$ cat config.mk
export PLATFORM = sky130hd
export DESIGN_NAME = cache_line_adapter_flat
export DESIGN_NICKNAME = d
export VERILOG_FILES = /design/src/rtl/cache_pkg.sv /design/src/rtl/cache_line_adapter_if.sv /design/src/rtl/cache_line_adapter.sv /design/src/flat_wrapper.sv
export SDC_FILE = /design/constraint.sdc
export NUM_CORES = 1
export LEC_CHECK = 0
export CAP_MARGIN = 10
export CORE_AREA = 2 2 254 256
export DETAILED_ROUTE_END_ITERATION = 16
export DIE_AREA = 0 0 256 258
export DONT_BUFFER_PORTS = 1
export GPL_TIMING_DRIVEN = 0
export SYNTH_ARGS = -nofsm -noshare
export SYNTH_HDL_FRONTEND = slang
export SYNTH_SLANG_ARGS = --single-unit
$ cat constraint.sdc
create_clock -name clk -period 3.8 [get_ports clk]
set_clock_uncertainty 0.1 [all_clocks]
set_input_delay 0.95 -clock clk [delete_from_list [all_inputs] [get_ports clk]]
set_output_delay 0.95 -clock clk [all_outputs]
set_load 0.01 [all_outputs]
$ cat src/rtl/cache_pkg.sv
// Shared types and line-geometry helpers for the cache slice.
// Used by the line adapter and the cache data arrays.
package cache_pkg;

  localparam int WORD_W_DEF     = 32;
  localparam int LINE_WORDS_DEF = 8;
  localparam int ADDR_W_DEF     = 32;
  localparam int LINE_W_DEF     = WORD_W_DEF * LINE_WORDS_DEF;
  localparam int BEAT_W_DEF     = $clog2(LINE_WORDS_DEF);

  typedef enum logic [1:0] {
    IDLE,
    WR_BURST,
    RD_BURST,
    RESP
  } adapter_state_e;

  function automatic int line_bytes(
    input int words,
    input int word_w
  );
    return words * word_w / 8;
  endfunction

  function automatic int offset_bits(
    input int words,
    input int word_w
  );
    return $clog2(line_bytes(words, word_w));
  endfunction

  function automatic logic [WORD_W_DEF-1:0] word_sel(
    input logic [LINE_W_DEF-1:0] line,
    input logic [BEAT_W_DEF-1:0] idx
  );
    return line[int'(idx)*WORD_W_DEF +: WORD_W_DEF];
  endfunction

endpackage

$ cat src/rtl/cache_line_adapter_if.sv
// Controller-side and main-memory-side signals of the line adapter.
// master = controller/memory side, slave = adapter.
interface cache_line_adapter_if
  import cache_pkg::*;
#(
  parameter int WORD_W     = WORD_W_DEF,
  parameter int LINE_WORDS = LINE_WORDS_DEF,
  parameter int ADDR_W     = ADDR_W_DEF
);

  logic                         mem_read;
  logic                         mem_write;
  logic [ADDR_W-1:0]            line_addr;
  logic [LINE_WORDS*WORD_W-1:0] line_wdata;
  logic                         ca_resp;
  logic [LINE_WORDS*WORD_W-1:0] line_rdata;
  logic                         busy;
  logic [ADDR_W-1:0]            mm_addr;
  logic [WORD_W-1:0]            mm_wdata;
  logic                         mm_we;
  logic                         mm_re;
  logic                         mm_ack;
  logic [WORD_W-1:0]            mm_rdata;

  modport master (
    output mem_read, mem_write,
    output line_addr, line_wdata,
    output mm_ack, mm_rdata,
    input  ca_resp, line_rdata, busy,
    input  mm_addr, mm_wdata,
    input  mm_we, mm_re
  );

  modport slave (
    input  mem_read, mem_write,
    input  line_addr, line_wdata,
    input  mm_ack, mm_rdata,
    output ca_resp, line_rdata, busy,
    output mm_addr, mm_wdata,
    output mm_we, mm_re
  );

endinterface

$ cat src/rtl/cache_line_adapter.sv
// Splits a cache-line refill/writeback into sequential word beats
// on the main-memory port and pulses ca_resp when the line is done.
module cache_line_adapter
  import cache_pkg::*;
#(
  parameter int WORD_W     = WORD_W_DEF,
  parameter int LINE_WORDS = LINE_WORDS_DEF,
  parameter int ADDR_W     = ADDR_W_DEF
) (
  input logic                clk,
  input logic                rst,
  cache_line_adapter_if.slave bus
);

  localparam int BW = $clog2(LINE_WORDS);
  localparam int LW = LINE_WORDS * WORD_W;
  localparam int OB = offset_bits(LINE_WORDS, WORD_W);
  localparam int WB = OB - BW;

  adapter_state_e    state_q;
  adapter_state_e    state_d;
  logic [BW-1:0]     beat_q;
  logic [ADDR_W-1:0] base_q;
  logic [LW-1:0]     wbuf_q;
  logic [LW-1:0]     rbuf_q;
  logic [ADDR_W-1:0] beat_off;
  logic              last_beat;
  logic [ADDR_W-1:0] base_in;

  assign beat_off  = {{(ADDR_W-OB){1'b0}}, beat_q, {WB{1'b0}}};
  assign last_beat = beat_q == BW'(LINE_WORDS - 1);
  assign base_in   = {bus.line_addr[ADDR_W-1:OB], {OB{1'b0}}};

  // State register; reset aborts any burst immediately.
  always_ff @(posedge clk or negedge rst) begin
    if (!rst) state_q <= IDLE;
    else      state_q <= state_d;
  end

  // Next state and memory/controller strobes from registered state.
  always_comb begin
    state_d      = state_q;
    bus.ca_resp  = 1'b0;
    bus.busy     = 1'b1;
    bus.mm_we    = 1'b0;
    bus.mm_re    = 1'b0;
    bus.mm_addr  = '0;
    bus.mm_wdata = '0;
    unique case (state_q)
      IDLE: begin
        bus.busy = 1'b0;
        if (bus.mem_write)     state_d = WR_BURST;
        else if (bus.mem_read) state_d = RD_BURST;
      end
      WR_BURST: begin
        bus.mm_we    = 1'b1;
        bus.mm_addr  = base_q | beat_off;
        bus.mm_wdata = word_sel(wbuf_q, beat_q);
        if (bus.mm_ack && last_beat) state_d = RESP;
      end
      RD_BURST: begin
        bus.mm_re   = 1'b1;
        bus.mm_addr = base_q | beat_off;
        if (bus.mm_ack && last_beat) state_d = RESP;
      end
      RESP: begin
        bus.ca_resp = 1'b1;
        state_d     = IDLE;
      end
      default: state_d = IDLE;
    endcase
  end

  // Request capture, beat counter and refill line buffer.
  always_ff @(posedge clk or negedge rst) begin
    if (!rst) begin
      beat_q <= '0;
      base_q <= '0;
      wbuf_q <= '0;
      rbuf_q <= '0;
    end else begin
      unique case (state_q)
        IDLE: begin
          if (bus.mem_write) begin
            base_q <= base_in;
            wbuf_q <= bus.line_wdata;
            beat_q <= '0;
          end else if (bus.mem_read) begin
            base_q <= base_in;
            beat_q <= '0;
          end
        end
        WR_BURST: begin
          if (bus.mm_ack) beat_q <= beat_q + BW'(1);
        end
        RD_BURST: begin
          if (bus.mm_ack) begin
            rbuf_q[int'(beat_q)*WORD_W +: WORD_W] <= bus.mm_rdata;
            beat_q <= beat_q + BW'(1);
          end
        end
        default: ;
      endcase
    end
  end

  assign bus.line_rdata = rbuf_q;

endmodule

$ cat src/flat_wrapper.sv
// flat-port wrapper written by rule: the top's interface ports become plain ports
module cache_line_adapter_flat import cache_pkg::*;
#(
  parameter int WORD_W     = WORD_W_DEF,
  parameter int LINE_WORDS = LINE_WORDS_DEF,
  parameter int ADDR_W     = ADDR_W_DEF
)
  (clk, rst, bus_mem_read, bus_mem_write, bus_line_addr, bus_line_wdata, bus_mm_ack, bus_mm_rdata, bus_ca_resp, bus_line_rdata, bus_busy, bus_mm_addr, bus_mm_wdata, bus_mm_we, bus_mm_re);
  cache_line_adapter_if #(.WORD_W(WORD_W), .LINE_WORDS(LINE_WORDS), .ADDR_W(ADDR_W)) bus_i ();
  input logic clk;
  input logic rst;
  input wire logic [$bits(bus_i.mem_read)-1:0] bus_mem_read;
  input wire logic [$bits(bus_i.mem_write)-1:0] bus_mem_write;
  input wire logic [$bits(bus_i.line_addr)-1:0] bus_line_addr;
  input wire logic [$bits(bus_i.line_wdata)-1:0] bus_line_wdata;
  input wire logic [$bits(bus_i.mm_ack)-1:0] bus_mm_ack;
  input wire logic [$bits(bus_i.mm_rdata)-1:0] bus_mm_rdata;
  output wire logic [$bits(bus_i.ca_resp)-1:0] bus_ca_resp;
  output wire logic [$bits(bus_i.line_rdata)-1:0] bus_line_rdata;
  output wire logic [$bits(bus_i.busy)-1:0] bus_busy;
  output wire logic [$bits(bus_i.mm_addr)-1:0] bus_mm_addr;
  output wire logic [$bits(bus_i.mm_wdata)-1:0] bus_mm_wdata;
  output wire logic [$bits(bus_i.mm_we)-1:0] bus_mm_we;
  output wire logic [$bits(bus_i.mm_re)-1:0] bus_mm_re;
  assign bus_i.mem_read = bus_mem_read;
  assign bus_i.mem_write = bus_mem_write;
  assign bus_i.line_addr = bus_line_addr;
  assign bus_i.line_wdata = bus_line_wdata;
  assign bus_i.mm_ack = bus_mm_ack;
  assign bus_i.mm_rdata = bus_mm_rdata;
  assign bus_ca_resp = bus_i.ca_resp;
  assign bus_line_rdata = bus_i.line_rdata;
  assign bus_busy = bus_i.busy;
  assign bus_mm_addr = bus_i.mm_addr;
  assign bus_mm_wdata = bus_i.mm_wdata;
  assign bus_mm_we = bus_i.mm_we;
  assign bus_mm_re = bus_i.mm_re;
  cache_line_adapter #(.WORD_W(WORD_W), .LINE_WORDS(LINE_WORDS), .ADDR_W(ADDR_W)) u_core (.clk(clk), .rst(rst), .bus(bus_i));
endmodule
==> results.yml, run 1 <==
setup_path:
  path_class: "flip-flop to output pin"
  crit_arrival_ns: 2.63
  required_ns: 2.75
  start_kind: "flip-flop"
  ff2ff_setup_slack_ns: 0.22
  reg2reg_depth: 10
  reg2reg_to: "u_core.bus.line_rdata[146]$_DFFE_PN0P_"
  worstSetupEndpointType: "output pin"
  worstPathMaxFanout: 10
  r2r-start: "u_core.beat_q[0]$_DFFE_PN0P_"
cells_and_area:
  final_cell_mix: "544 x dfrtp_1, 477 x mux2_2, 99 x nand2_1"
  layout-drive-gt1-share: 0.452
  layout.nets: 1988
  mostFrequentLayoutCell: "dfrtp_1"
  area_delta_synth_final_pct: 14.7
  fillers: 5860
  register_area_um2: 13600
  fin_area_um2: 27100
  fin_util: 0.426
  multi_input_area_um2: 9410
die:
  fp.dieH_um: 258
  rows: 93
  die_w_um: 256
  num_io_pins: 649
  core_um2: 63600
  start_util: 0.371
  dieArea_um2: 66000
routing:
  viasPerCell: 5.33
  via_count: 13800
  dr.first_iter.drc_count: 833
  wl_per_cell_um: 29.5
  first_pass_iters: 4
  drc: 0
  wl_um: 76200
  antenna_left: 0
sta:
  fmax_mhz: 272
  worst_slack_ns: 0.124
  hold_viol: 100
  whs_ns: -0.112
  period_needed_ns: 3.68
  rsz0062_at_grt: "false"
  max-slew-margin-rel: -0.648
  tightest_slew_ns: 2.47
  period_share: 0.967
  slew_viol_final: 271
  setup_viol: 0
synth:
  synth_area_leader_cell: "dfrtp_1"
  ys_seq_elements: 544
  synth-seq-area-share: 0.576
  synthCells: 1591
  ys_types: 33
  yosysTopAreaCellShare: 0.576
  async_flop_share: 1.00
  synth_area_leaders: "dfrtp_1 58%, mux2_2 23%, mux4_2 6.1%"
  avgSynthCellArea_um2: 14.9
  syn-cell-area_um2: 23600
  ys.flop_type: "dfrtp_1"
  yosys_warnings: 0
  synth_edf_count: 0
clock_network:
  cts_made_buffers: 58
  postCtsSetupBuffers: 0
  clk_latency_ns: 0.63
  cts.sinks: 544
  clkSlewWorstSetupHoldPaths_ns: 0.07
  cts_root_buffer: "clkbuf_16"
  cts_tree: "built"
  h-tree-depth: 2
  clk_path_buf_depth: 3
global_routing:
  grt_max_degree: 545
  grt_remaining_overflow: 0
  first_global_vias: 14800
  antenna_found_initial: 64
  grt_use_total: 0.226
  grt_pass1_wl_um: 108000
power:
  power_frac_comb: 0.315
  finalPower_uw: 23400
  peakVddDrop_mv: 0.569
  clkPwrFrac: 0.274
  internal-power_uw: 15500
  p_switching_uw: 7860
  p_leak_uw: 0.0124
  pwr-share-seq: 0.411
  switching_share: 0.336
  p_per_area_nw_per_um2: 863
place:
  gp_congestion: 0.881
  io_buffers: 0
  dp_slack_ns: -0.853
  place_area_um2: 24700
  dpl.hpwl_um: 57300
run_status:
  failed_checks: "negative hold slack, max-slew violations"
  status: "complete, but fails checks"
hold_path:
  hp-class: "input pin to asynchronous set/reset pin"
job:
  cap_violations: 0
routing by layer:
layer  vias up  global-route usage  wire length, um
li1       5765                   -                -
met1      7167               0.247            27500
met2       561               0.381            37500
met3       211               0.102             7550
met4        60              0.0955             3340
met5         -                   0              374
metrics by stage:
step / TNS, ns / cells
final: 0 / 2580
after global routing: 0 / 2571
after CTS: 0 / 2557
after detailed placement: -116.74 / 2447
after global placement: -103.46 / 2447
after floorplan: 0 / 1592
repair_timing:
| action | CTS | global route |
|---|---|---|
| gates resized for setup | 60 | 16 |
| pin swaps | 0 | 0 |
| endpoints found under the hold margin | 544 | 397 |
| setup endpoints to repair | 291 | 162 |
power by group through the flow:
stage	clock network [uW]	registers [uW]	logic, uW
floorplan	0	9030	5490
global route	6770	9820	7980
CTS	6530	9610	7490
detailed placement	0	9710	7340
finish	6410	9600	7370
global placement	0	9560	7190
flip-flops by register name, summed over array words and instances, names as in the netlist:
name and flops:
u_core.beat_q 3, u_core.state_q 2, u_core.wbuf_q 256, u_core.bus.line_rdata 256, u_core.base_q 27
worst max-delay path, stage by stage (launching register included):
cell and delay (ns):
dfrtp_1 0.36, buf_6 0.15, buf_2 0.33, buf_2 0.38
mux4_2 0.27, nand2_1 0.09, a21boi_1 0.40
cell type report:
cell class | count | area share
antenna | 23 | 0.00212
buffer | 102 | 0.0212
clock buffer | 78 | 0.0622
clock inverter | 32 | 0.0194
inverter | 41 | 0.00573
multi-input combinational | 905 | 0.347
sequential | 544 | 0.502
tap | 855 | 0.0395
synth_stat cells, types with 2 or more instances:
master    count
nor2_1        5
buf_2        55
and3_1       32
nand3_1       3
clkbuf_1     30
nor3_1        4
mux2_2      477
nand2_1     100
dfrtp_1     544
inv_1        40
o21ai_0       2
and2_1       94
mux2_4       30
mux2i_1      35
buf_1         6
buf_4         4
ha_1         11
mux4_2       64
buf_6         7
a221oi_1      2
a21boi_0     34
worst max-delay path by stage:
stage / from / slack (ns) / cells past startpoint / end
after floorplan: u_core.beat_q[1]$_DFFE_PN0P_ / 0.93 / 11 / u_core.bus.line_rdata[130]$_DFFE_PN0P_
after global placement: u_core.beat_q[2]$_DFFE_PN0P_ / -0.74 / 8 / u_core.bus.line_rdata[183]$_DFFE_PN0P_
after detailed placement: u_core.beat_q[2]$_DFFE_PN0P_ / -0.85 / 8 / u_core.bus.line_rdata[185]$_DFFE_PN0P_
after CTS: u_core.beat_q[2]$_DFFE_PN0P_ / 0.006 / 5 / bus_mm_wdata[15]
after global routing: u_core.beat_q[2]$_DFFE_PN0P_ / 0.005 / 6 / bus_mm_wdata[26]
final: u_core.beat_q[2]$_DFFE_PN0P_ / 0.12 / 6 / bus_mm_wdata[27]
cell families (layout without fill, tap and decap cells):
logic type               count (synthesis)  after routing  synth area share
adder cells (fa/ha/maj)                 11             11           0.00582
multiplexers                           606            606             0.322
AO/OA/AOI/OAI                           41             41            0.0128
buffers and inverters                  143            253            0.0285
other                                    1             25          0.000159
flip-flops                             544            544             0.576
AND/OR/NAND/NOR                        245            245            0.0545
(Power assumes the default switching activity.)
==> inputs of run 2 (changes only) <==
- CAP_MARGIN: 10 -> 40
- CORE_AREA: 2 2 254 256 -> 2 2 256 258
- DIE_AREA: 0 0 256 258 -> 0 0 258 260
==> run 2 against run 1 <==
Net effect: the run still ends with negative hold slack, max-slew violations left; fmax is 0.62% lower; largest power group unchanged; clock power down 14%; utilization decreased by 0.79 points; sequential share of layout area grew 0.57 points; highest routed layer unchanged; cell area fell by 1.1%; first-iteration DRC count is 4.3% higher; largest cell class unchanged; via count barely moved; combinational power barely moved.
==> results.yml, run 2 (synthesis gave the netlist of run 1 again) <==
sta:
  slew_viol_final: 232
  final.setup.tns_ns: 0
  hold_viol: 40
  whs_ns: -0.0792
  max-slew-margin-rel: -0.457
  worst_slack_ns: 0.101
  period_needed_ns: 3.70
  setup_viol: 0
  period_share: 0.973
  fmax_mhz: 270
  tightest_slew_ns: 2.18
job:
  cap_violations: 0
setup_path:
  crit_buf_inv: 3
  worstPathMaxFanout: 10
  path_cells: "buf_6 -> buf_2 -> buf_2 -> mux4_2 -> nand2_1 -> a21boi_1"
  worstSetupEndpointType: "output pin"
  path_class: "flip-flop to output pin"
  crit_arrival_ns: 2.65
  required_ns: 2.75
  crit_path_max_incr_delay_ns: 0.43
  crit_path_frequent_cell: "buf_2"
  start_kind: "flip-flop"
  critPathTopFamily: "buffers and inverters"
  crit_slowest_cell: "a21boi_1"
routing:
  first_pass_iters: 5
  via_count: 13800
  antenna_left: 0
  viasPerCell: 5.33
  wl_um: 76400
  dr.first_iter.drc_count: 869
  wl_per_cell_um: 29.6
  drc: 0
place:
  dpl.hpwl_um: 57600
  io_buffers: 0
  gp_congestion: 0.867
  dp_slack_ns: -0.394
clock_network:
  cts_tree: "built"
  h-tree-depth: 2
  clk_latency_ns: 0.62
  clk_path_buf_depth: 3
  cts.sinks: 544
  cts_made_buffers: 57
  clkSlewWorstSetupHoldPaths_ns: 0.06
  cts_root_buffer: "clkbuf_16"
die:
  num_io_pins: 649
  rows: 93
  core_um2: 64100
  fp.dieH_um: 260
  start_util: 0.369
  die_w_um: 258
  dieArea_um2: 67100
power:
  peakVddDrop_mv: 0.455
  p_per_area_nw_per_um2: 840
  p_leak_uw: 0.0123
cells_and_area:
  fillers: 5917
  layout.nets: 2000
  mostFrequentLayoutCell: "dfrtp_1"
  final_cell_mix: "544 x dfrtp_1, 477 x mux2_2, 100 x nand2_1"
  area_delta_synth_final_pct: 13.4
  layout-drive-gt1-share: 0.448
global_routing:
  grt_remaining_overflow: 0
  grt_max_degree: 545
  grt_pass1_wl_um: 108000
  grt_use_total: 0.223
  antenna_found_initial: 59
  first_global_vias: 14700
run_status:
  failed_checks: "negative hold slack, max-slew violations"
  status: "complete, but fails checks"
hold_path:
  hp-class: "input pin to asynchronous set/reset pin"
==> run 2: cell count changes in the layout (fill, tap and decap cells not counted), sizes merged <==
| cell | previous run | this run |
|---|---|---|
| clkbuf | 109 | 110 |
| inv | 41 | 44 |
| bufinv | 11 | 0 |
| clkinvlp | 8 | 3 |
| buf | 71 | 87 |
| clkinv | 13 | 14 |
==> run 2: what timing repair did <==
action | CTS | global route
hold endpoints to repair | 544 | 315
buffers inserted | 2 | 3
setup endpoints to repair | 215 | 50
pin swaps | 1 | 2
resized for setup | 40 | 16
==> run 2: path summary, 6_finish.rpt <==
kind / start / to / slack (ns) / cells past startpoint
max reg2reg: u_core.beat_q[0]$_DFFE_PN0P_ / u_core.bus.line_rdata[239]$_DFFE_PN0P_ / 0.14 / 9
min: rst / u_core.bus.line_rdata[130]$_DFFE_PN0P_ / -0.08 / 0
max in group asynchronous: rst / u_core.wbuf_q[100]$_DFFE_PN0P_ / 1.91 / 0
max: u_core.beat_q[2]$_DFFE_PN0P_ / bus_mm_wdata[30] / 0.10 / 6
min in group clk: bus_mm_rdata[3] / u_core.bus.line_rdata[131]$_DFFE_PN0P_ / 0.35 / 2
min reg2reg: u_core.wbuf_q[92]$_DFFE_PN0P_ / u_core.wbuf_q[92]$_DFFE_PN0P_ / 0.40 / 1
==> run 2: area by class of cell <==
type / count / area [um^2] / share of cell area
multi-input combinational: 905 / 9370 / 0.350
inverter: 41 / 155 / 0.00579
antenna: 23 / 57.6 / 0.00215
clock buffer: 82 / 1670 / 0.0623
buffer: 102 / 563 / 0.0210
timing repair buffer: 13 / 109 / 0.00406
tap: 855 / 1070 / 0.0399
sequential: 544 / 13600 / 0.508
clock inverter: 20 / 184 / 0.00686
==> run 2: worst reg2reg max path, delay by kind of cell, from the launching register on <==
kind                       cells  cell delay (ns)
buffers and inverters          5             1.51
muxes                          1             0.39
DFF                            1             0.46
and+or+nand+nor                1             0.44
adders and majority gates      2             0.68
==> run 2: power by group <==
part | total, uW | switching [uW] | internal (uW) | leakage (uW)
logic | 7400 | 3690 | 3700 | 0.00465
clock network | 5490 | 2420 | 3070 | 0.000912
registers | 9630 | 1680 | 7940 | 0.00678
==> run 2: through the flow <==
step            util  hold WS (ns)  std cells  power (uW)  area, um^2
3_5_place_dp   0.386         0.387       2455       17100       24800
3_3_place_gp   0.385         0.381       2447       16800       24700
6_report       0.418       -0.0792       2585       22500       26800
4_1_cts        0.416        -0.129       2559       22800       26700
5_1_grt        0.418        -0.129       2576       23700       26800
2_1_floorplan      -         0.371       1592       14500       23600
==> run 2: metal layers <==
| layer | wire length, um | global-route usage | vias to the layer above | part of all wire |
|---|---|---|---|---|
| met2 | 38600 | 0.382 | 595 | 0.51 |
| li1 | - | - | 5770 | - |
| met1 | 27500 | 0.249 | 7193 | 0.36 |
| met4 | 2290 | 0.0808 | 52 | 0.030 |
| met5 | 317 | 0 | - | 0.0041 |
| met3 | 7680 | 0.0931 | 165 | 0.10 |
